## src/rtl/pll_divn_sequencer.sv

```systemverilog
// PLL feedback-divider sequencer: brake pulse, bounded divn ramp, lock wait.
// Optional lock-timeout retry enabled by defining PLL_DIVN_SEQ_RETRY_EN.
module pll_divn_sequencer #(
  parameter int DIVN_W             = 16,
  parameter int DIVN_RESET         = 20,
  parameter int DIVN_MIN           = 4,
  parameter int DIVN_MAX           = 1000,
  parameter int DIV_STEP           = 1,
  parameter int BRAKE_PULSE_CYCLES = 4,
  parameter int HOLD_CYCLES        = 32,
  parameter int LOCK_TIMEOUT       = 1024
) (
  input  logic              refclk,
  input  logic              reset,
  input  logic              req_valid,
  output logic              req_ready,
  input  logic [DIVN_W-1:0] req_divn,
  input  logic              pll_locked,
  input  logic              err_clr,
  output logic              brake,
  output logic [DIVN_W-1:0] divn,
  output logic              busy,
  output logic              done,
  output logic              timeout_err
);

  localparam int CNT_MAX_A =
    (BRAKE_PULSE_CYCLES > HOLD_CYCLES) ?
    BRAKE_PULSE_CYCLES : HOLD_CYCLES;
  localparam int CNT_MAX =
    (CNT_MAX_A > LOCK_TIMEOUT) ?
    CNT_MAX_A : LOCK_TIMEOUT;
  localparam int CNT_W = $clog2(CNT_MAX + 1);

  localparam logic [CNT_W-1:0] BRK_LAST =
    CNT_W'(BRAKE_PULSE_CYCLES - 1);
  localparam logic [CNT_W-1:0] HOLD_LAST =
    CNT_W'(HOLD_CYCLES - 1);
  localparam logic [CNT_W-1:0] LOCK_LAST =
    CNT_W'(LOCK_TIMEOUT - 1);
  localparam logic [CNT_W-1:0] CNT_ONE =
    CNT_W'(1);

  localparam logic [DIVN_W-1:0] RST_V =
    DIVN_W'(DIVN_RESET);
  localparam logic [DIVN_W-1:0] MIN_V =
    DIVN_W'(DIVN_MIN);
  localparam logic [DIVN_W-1:0] MAX_V =
    DIVN_W'(DIVN_MAX);
  localparam logic [DIVN_W:0] STEP_V =
    (DIVN_W+1)'(DIV_STEP);

  typedef enum logic [2:0] {
    S_IDLE,
    S_BRAKE,
    S_STEP,
    S_HOLD,
    S_WAIT,
    S_DONE,
    S_ERROR
  } state_t;

  state_t            state_q;
  logic [DIVN_W-1:0] divn_q;
  logic [DIVN_W-1:0] target_q;
  logic [CNT_W-1:0]  cnt_q;
  logic              brake_q;
  logic              done_q;
  logic              err_q;
`ifdef PLL_DIVN_SEQ_RETRY_EN
  logic              retry_q;
`endif

  logic [DIVN_W-1:0] tgt_d;
  logic [DIVN_W-1:0] divn_d;
  logic              up_d;
  logic [DIVN_W:0]   mag_d;
  logic [DIVN_W:0]   step_d;
  logic [DIVN_W:0]   sum_d;

  assign req_ready   = (state_q == S_IDLE);
  assign busy        = (state_q != S_IDLE);
  assign brake       = brake_q;
  assign divn        = divn_q;
  assign done        = done_q;
  assign timeout_err = err_q;

  // Clamp the requested divide value into the legal range.
  always_comb begin
    tgt_d = req_divn;
    if (req_divn < MIN_V) begin
      tgt_d = MIN_V;
    end else if (req_divn > MAX_V) begin
      tgt_d = MAX_V;
    end
  end

  // Next ramp value: at most one step toward target, saturating.
  always_comb begin
    up_d   = (target_q > divn_q);
    mag_d  = '0;
    step_d = '0;
    sum_d  = '0;
    divn_d = divn_q;
    if (up_d) begin
      mag_d = {1'b0, target_q} - {1'b0, divn_q};
    end else begin
      mag_d = {1'b0, divn_q} - {1'b0, target_q};
    end
    step_d = (mag_d < STEP_V) ? mag_d : STEP_V;
    if (up_d) begin
      sum_d  = {1'b0, divn_q} + step_d;
      divn_d = sum_d[DIVN_W] ? '1 : sum_d[DIVN_W-1:0];
    end else begin
      sum_d  = {1'b0, divn_q} - step_d;
      divn_d = sum_d[DIVN_W] ? '0 : sum_d[DIVN_W-1:0];
    end
  end

  // Sequencer FSM with registered brake/divn/done/error outputs.
  always_ff @(posedge refclk or posedge reset) begin
    if (reset) begin
      state_q  <= S_IDLE;
      divn_q   <= RST_V;
      target_q <= '0;
      cnt_q    <= '0;
      brake_q  <= 1'b0;
      done_q   <= 1'b0;
      err_q    <= 1'b0;
`ifdef PLL_DIVN_SEQ_RETRY_EN
      retry_q  <= 1'b0;
`endif
    end else begin
      done_q <= 1'b0;
      unique case (state_q)
        S_IDLE: begin
          if (req_valid) begin
            target_q <= tgt_d;
            cnt_q    <= '0;
`ifdef PLL_DIVN_SEQ_RETRY_EN
            retry_q  <= 1'b0;
`endif
            if (tgt_d == divn_q) begin
              done_q <= 1'b1;
            end else begin
              brake_q <= 1'b1;
              state_q <= S_BRAKE;
            end
          end
        end
        S_BRAKE: begin
          if (cnt_q == BRK_LAST) begin
            brake_q <= 1'b0;
            cnt_q   <= '0;
`ifdef PLL_DIVN_SEQ_RETRY_EN
            state_q <= retry_q ? S_WAIT : S_STEP;
`else
            state_q <= S_STEP;
`endif
          end else begin
            cnt_q <= cnt_q + CNT_ONE;
          end
        end
        S_STEP: begin
          divn_q  <= divn_d;
          cnt_q   <= '0;
          state_q <= S_HOLD;
        end
        S_HOLD: begin
          if (cnt_q == HOLD_LAST) begin
            cnt_q <= '0;
            if (divn_q == target_q) begin
              state_q <= S_WAIT;
            end else begin
              state_q <= S_STEP;
            end
          end else begin
            cnt_q <= cnt_q + CNT_ONE;
          end
        end
        S_WAIT: begin
          if (pll_locked) begin
            done_q  <= 1'b1;
            cnt_q   <= '0;
            state_q <= S_DONE;
          end else if (cnt_q == LOCK_LAST) begin
            cnt_q <= '0;
`ifdef PLL_DIVN_SEQ_RETRY_EN
            if (!retry_q) begin
              retry_q <= 1'b1;
              brake_q <= 1'b1;
              state_q <= S_BRAKE;
            end else begin
              err_q   <= 1'b1;
              state_q <= S_ERROR;
            end
`else
            err_q   <= 1'b1;
            state_q <= S_ERROR;
`endif
          end else begin
            cnt_q <= cnt_q + CNT_ONE;
          end
        end
        S_DONE: begin
          state_q <= S_IDLE;
        end
        S_ERROR: begin
          if (err_clr) begin
            err_q   <= 1'b0;
            state_q <= S_IDLE;
          end
        end
        default: begin
          state_q <= S_IDLE;
        end
      endcase
    end
  end

endmodule

```

## config.mk

```make
export PLATFORM = sky130hd
export DESIGN_NAME = pll_divn_sequencer
export DESIGN_NICKNAME = d
export VERILOG_FILES = /design/src/rtl/pll_divn_sequencer.sv
export SDC_FILE = /design/constraint.sdc
export NUM_CORES = 1
export LEC_CHECK = 0
export CAP_MARGIN = 15
export CORE_MARGIN = 4
export CORE_UTILIZATION = 61
export DETAILED_ROUTE_END_ITERATION = 7
export PLACE_DENSITY = 0.82
export SETUP_SLACK_MARGIN = 0.4
export SYNTH_ARGS = -nofsm -noshare
export SYNTH_HDL_FRONTEND = slang
export SYNTH_SLANG_ARGS = --single-unit
export TNS_END_PERCENT = 50
```

## constraint.sdc

```tcl
create_clock -name refclk -period 6.27 [get_ports refclk]
set_input_delay 1.881 -clock refclk [delete_from_list [all_inputs] [get_ports refclk]]
set_output_delay 1.881 -clock refclk [all_outputs]
set_load 0.05 [all_outputs]
```

== Word level (Yosys, flattened, before mapping) ==
Cells that the tools add are included.

* Add/subtract/negate cells: 5
* Magnitude comparators: 4
* Eq/ne operators: 18
* Multiplexer cells: 34
* Reduce and logical (&&, ||, !) cells: 10

{| class="wikitable"
|+ Operator list
! kind !! number
|-
| two-way mux 16 bit || 5
|-
| two-way mux 11 bit || 5
|-
| one-hot mux 11 bit (5 select lines) || 1
|-
| two-way mux 17 bit || 2
|-
| subtractor 16 x 16 -> 17 bit || 2
|-
| == test 16 bit || 2
|-
| two-way mux 3 bit || 8
|-
| one-hot mux 3 bit (6 select lines) || 1
|-
| adder 16 x 17 -> 17 bit || 1
|-
| < comparator 17 x 1 -> 1 bit (second input constant) || 1
|-
| subtractor 16 x 17 -> 17 bit || 1
|-
| greater-than comparator 16 x 10 -> 1 bit (second input constant) || 1
|-
| greater-than comparator 16 bit || 1
|-
| < comparator 16 x 3 -> 1 bit (second input constant) || 1
|-
| inequality test 2 bit (second input constant) || 7
|-
| adder 11 x 1 -> 11 bit (second input constant) || 1
|-
| == test 11 x 10 -> 1 bit (second input constant) || 1
|-
| == test 11 x 2 -> 1 bit (second input constant) || 1
|-
| == test 11 x 5 -> 1 bit (second input constant) || 1
|-
| two-way mux 1 bit || 9
|-
| AND reduction 4 bit || 2
|-
| == test 3 x 2 -> 1 bit (second input constant) || 2
|-
| == test 3 bit (second input constant) || 2
|-
| one-hot mux 1 bit (2 select lines) || 3
|-
| other kinds (8) || 10
|}

* Register bits after elaboration: 49
* Input bits: 21
* Output and inout port bits: 21
* Word-level logic and storage cells: 78

== Longest topological paths before layout ==
* Word-level depth: 7
* Mapped depth: 28
* Mapped depth without buffers: 25

== Worst setup path before layout ==
Ideal clock, no wire load.

* Path type: register to register
* Start point: register divn_q[1], in the netlist divn[1]
* End point: register divn_q[6], in the netlist divn[6]
* Setup time: 0.133 ns
* Data arrival time: 5.676 ns
* Required time: 6.137 ns
* Slack: 0.461 ns
* Cell stages (with the launch flop): 25
* Path buffers: 0
* Period minus slack after synthesis: 5.809 ns
* Cells stage by stage: dfrtp_1 > inv_1 > ha_1 > nand2b_1 > a21o_1 > a21bo_1 > a31oi_4 > o21ai_2 > mux2_4 > a2111oi_2 > nor3b_1 > nor4b_2 > nand3_1 > ha_1 > fa_1 > nor2b_1 > o21ai_1 > nand3_1 > a311oi_1 > o31a_1 > o31a_1 > nand2b_1 > o41ai_1 > nor3_1 > a21oi_1

* Longest elaborated chain between the ends: 7
* Elaborated cells between the ends (all ways): 11
* Those cells by class: add/sub (4); order compare (2); mux (5)

{| class="wikitable"
|+ Ends and longest elaborated chain
! item !! RTL line !! text
|-
| start, declared || 64 || <nowiki>logic [DIVN_W-1:0] divn_q;</nowiki>
|-
| start signal, assigned || 165 || <nowiki>divn_q <= divn_d;</nowiki>
|-
| subtractor 16 x 16 -> 17 bit, or another cell as far along || 108 || <nowiki>mag_d = {1'b0, divn_q} - {1'b0, target_q};</nowiki>
|-
| two-way mux 17 bit || 105 || <nowiki>if (up_d) begin</nowiki>
|-
| < comparator 17 x 1 -> 1 bit || 110 || <nowiki>step_d = (mag_d < STEP_V) ? mag_d : STEP_V;</nowiki>
|-
| two-way mux 17 bit || 110 ||
|-
| subtractor 16 x 17 -> 17 bit or adder 16 x 17 -> 17 bit (tied branches) || 115, 112 ||
|-
| two-way mux 16 bit (on tied branches) || 116, 113 ||
|-
| two-way mux 16 bit (*) || 111 || <nowiki>if (up_d) begin</nowiki>
|}

Mark *: on every way between the ends. The rest lies on a longest branch, timed or not.
A chain may end at the register's enable or synchronous reset.

== Worst setup path after layout ==
* Start point: register divn_q[4], in the netlist divn[4]
* End point: register divn_q[3], in the netlist divn[3]

Same word-level chain as after synthesis.

==> out/metrics.yaml <==
timing:
  maxSlewHeadroom_pct: 44.41
  fmax_ghz: 0.1750
  tns_ps: 0
  layout_setup_ws_ps: 555.6
  rsz0062_at_grt: "yes"
  fin_crit_sh_pct: 91.14
  setup_viol: 0
  finClkSkew_ps: 5.057
  drv_slew: 0
  hold_violations: 0
  holdWs_ps: 514.5
  post-route-min-period_ps: 5714
  max_slew.worst_pin.slew_ps: 833.8
clocking:
  clk-insertion-delay-late_ps: 320
  cts_tree: "done"
  numCtsBuffers: 5
  clockRootBuffer: "clkbuf_8"
  cts_max_level: 2
  cts_hold_buffers: 0
  clock_path_buffers: 2
  clock-sinks: 49
  path_clk_slew_ps: 100
logic_synthesis:
  yosysSeqAreaShare_pct: 21.01
  syn_inst: 758
  ys_warn_count: 0
  synthArstFlopShare_pct: 100.0
  synth_cell_types: 74
  ys.flop_type: "dfrtp_1"
  synth_seq_cells: 49
  synth.avg_cell_area_um2: 7.714
  synth_edf_count: 0
  synth_area_um2: 5847
setup_path:
  path_cells: "inv_2 > ha_4 > o211ai_1 > a21o_1 > a21bo_2 > a31oi_4 > o21ai_4 > mux2_4 > a2111oi_2 > nor3b_1 > nor4b_2 > nand3_1 > ha_2 > fa_2 > nor2b_4 > o21ai_2 > nand3_2 > a311oi_2 > o31a_1 > o31a_1 > nand2b_4 > nand3_2 > nor3_2 > a21oi_1"
  r2r_cells: 24
  crit_required_ps: 6450
  crit_path_max_fanout: 8
  end_kind: "register"
  crit_type: "register to register"
  r2r-start: "divn[4]"
  startpoint: "divn[4]"
  r2r_slack_ps: 560
  worstReg2RegEnd: "divn[3]"
  slowest_delay_ps: 560
  cp.arrival_ps: 5890
  worst_path_max_delay_cell: "dfstp_2"
  startpoint_type: "register"
floorplanning:
  dieArea_um2: 11220
  die_h_um: 105.9
  core_um2: 9284
  die_x_um: 105.9
  pin_count: 42
  row_count: 35
  start_util_pct: 62.98
power_and_ir_drop:
  p_comb_share_pct: 31.2
  p_leak_nw: 3.157
  sw_frac_of_total_pct: 34.80
  power_frac_seq_pct: 41.8
  total_power_mw: 0.7615
  p_sw_mw: 0.2650
  power_frac_clock_pct: 27.0
  irDropWorstVdd_v: 0.00007668
  internal_power_mw: 0.4965
  power_density_nw_per_um2: 106.2
grt:
  grt.total_usage_pct: 30.44
  grt_remaining_overflow: 0
  gr-usage-met2_pct: 51.59
  grt_start_max_net_pins: 50
  grt_pass1_wl_mm: 28.10
  grt_pass1_vias: 5732
  met1_usage_pct: 41.91
  grt.busiest_layer: "met2"
  grt_antenna_before_repair: 0
  use_met3_pct: 3.036
detailed_routing:
  wire_per_inst_um: 18.20
  vias_per_cell: 6.365
  drc: 0
  dr.pass1.iters: 5
  drtIter0Drc: 454
  postRouteWirelength_mm: 18.00
  ant_nets: 0
  dr_total_vias: 6295
placement:
  port_buffers: 41
  dp_cells: 956
  place_worst_setup_slack_ps: -139.2
  hpwlAfterDp_mm: 13.27
  gp_congestion: 0.9709
finish:
  n_antenna_cell: 0
  syn_to_final_growth_pct: 22.64
  drive_above_1_share_pct: 14.65
  fin_cells: 989
  nets: 953
run_status:
  status: "finished clean"
worst_hold_path:
  hold_path_end: "timeout_err"
  hold_class: "register to register"
  min-delay-start: "timeout_err"
  hold_depth: 1
flow_run:
  cap_viol_max_count: 0
[stage by stage]
step	utilization [%]	instance area (µm²)
after global placement	71.15	6605
after floorplan	-	5974
after global routing	77.24	7171
after detailed placement	71.15	6605
final	77.24	7171
after CTS	72.97	6774
[cell type report]
cell class	count	area, µm²
timing repair buffer	90	798.3
multi-input combinational	661	4691
clock buffer	5	68.82
fill	712	2113
tap	129	161.4
sequential	49	1235
clock inverter	3	21.27
inverter	52	195.2
[worst max-delay path, delay by kind of cell, from the launching register on]
kind            cells  cell delay, ps
compound gates     11            2330
buf+inv             1              70
mux                 1             310
simple gates        8            1380
flops               1             560
fa+ha+maj           3             930
[power groups by stage]
stage,Clock [mW],Combinational [mW],Sequential [mW]
global placement,0,0.195,0.324
global route,0.218,0.259,0.318
detailed placement,0,0.200,0.324
floorplan,0,0.138,0.330
finish,0.206,0.238,0.318
CTS,0.206,0.206,0.318
[cell usage after synthesis (all sizes together), types with 3 or more instances]
library cell | instances | area, µm²
a221oi | 4 | 35.03
nor4 | 5 | 31.28
fa | 4 | 80.08
o21bai | 10 | 75.07
a31oi | 15 | 121.4
and4 | 3 | 26.28
a21o | 16 | 120.1
o21ai | 64 | 324.1
nor2 | 54 | 202.7
xor2 | 15 | 131.4
nand4 | 10 | 62.56
o22ai | 8 | 50.05
a211oi | 3 | 22.52
nand2b | 15 | 93.84
nand2 | 53 | 198.9
o31ai | 10 | 75.07
mux2i | 6 | 60.06
nand3b | 5 | 37.54
or3 | 10 | 62.56
o2111ai | 3 | 26.28
a21oi | 61 | 309.1
nor3 | 25 | 125.1
clkbuf | 21 | 80.07
and2 | 3 | 18.77
dfrtp | 47 | 1176
nand3 | 30 | 155.1
or2 | 4 | 25.02
nor2b | 18 | 112.6
buf | 11 | 56.30
a221o | 4 | 40.04
xnor2 | 19 | 166.4
and3 | 15 | 93.84
ha | 69 | 863.3
inv | 52 | 195.2
mux2 | 3 | 37.53
o211ai | 19 | 142.6
nor4b | 3 | 32.53
o21a | 8 | 60.06
[sequential cells by signal (all words and copies together), names as in the netlist]
signal       cells
cnt_q           11
brake            1
target_q        16
state_q          3
done             1
divn            16
timeout_err      1
[what timing repair did]
item / CTS / global route
endpoints found under the setup margin: 16 / 16
buffers inserted: 2 / 20
pin swaps: 5 / 26
cloned: 0 / 2
resized for setup: 15 / 45
[cell families (layout without fill, tap and decap cells)]
family | after synthesis | after routing | synth area share [%]
other | 2 | 36 | 0.1284
DFF | 49 | 49 | 21.01
buffers and inverters | 84 | 150 | 5.671
xor gates and xnor gates | 34 | 34 | 5.093
adders and majority gates | 73 | 73 | 16.14
AOI/OAI and AO/OA | 252 | 254 | 28.16
and+or+nand+nor | 255 | 255 | 22.13
muxes | 9 | 9 | 1.669
[placed cells by master (no fill, tap or decap), types with 17 or more instances in the layout]
master            n
ha_1             60
a21oi_1          59
nor2_1           53
nand2_1          52
inv_1            48
buf_4            46
o21ai_0          44
dfrtp_1          42
clkdlybuf4s50_1  41
conb_1           36
nand3_1          27
nor3_1           23
o211ai_1         19
xnor2_1          18
o21ai_1          17
[metal layers]
metal | vias to the layer above | part of all wire (%)
li1 | 2935 | -
met1 | 3009 | 43
met5 | - | 0
met3 | 40 | 7.3
met4 | 0 | 1.8
met2 | 311 | 48
[worst max-delay path by stage]
stage / cells after the start / end / slack, ps
global placement: 25 / divn[3] / -9
global route: 25 / divn[3] / 280
CTS: 24 / divn[3] / 410
finish: 24 / divn[3] / 560
detailed placement: 25 / divn[3] / -140
floorplan: 24 / divn[6] / 460
No activity file was read; power rests on OpenSTA's default activity.
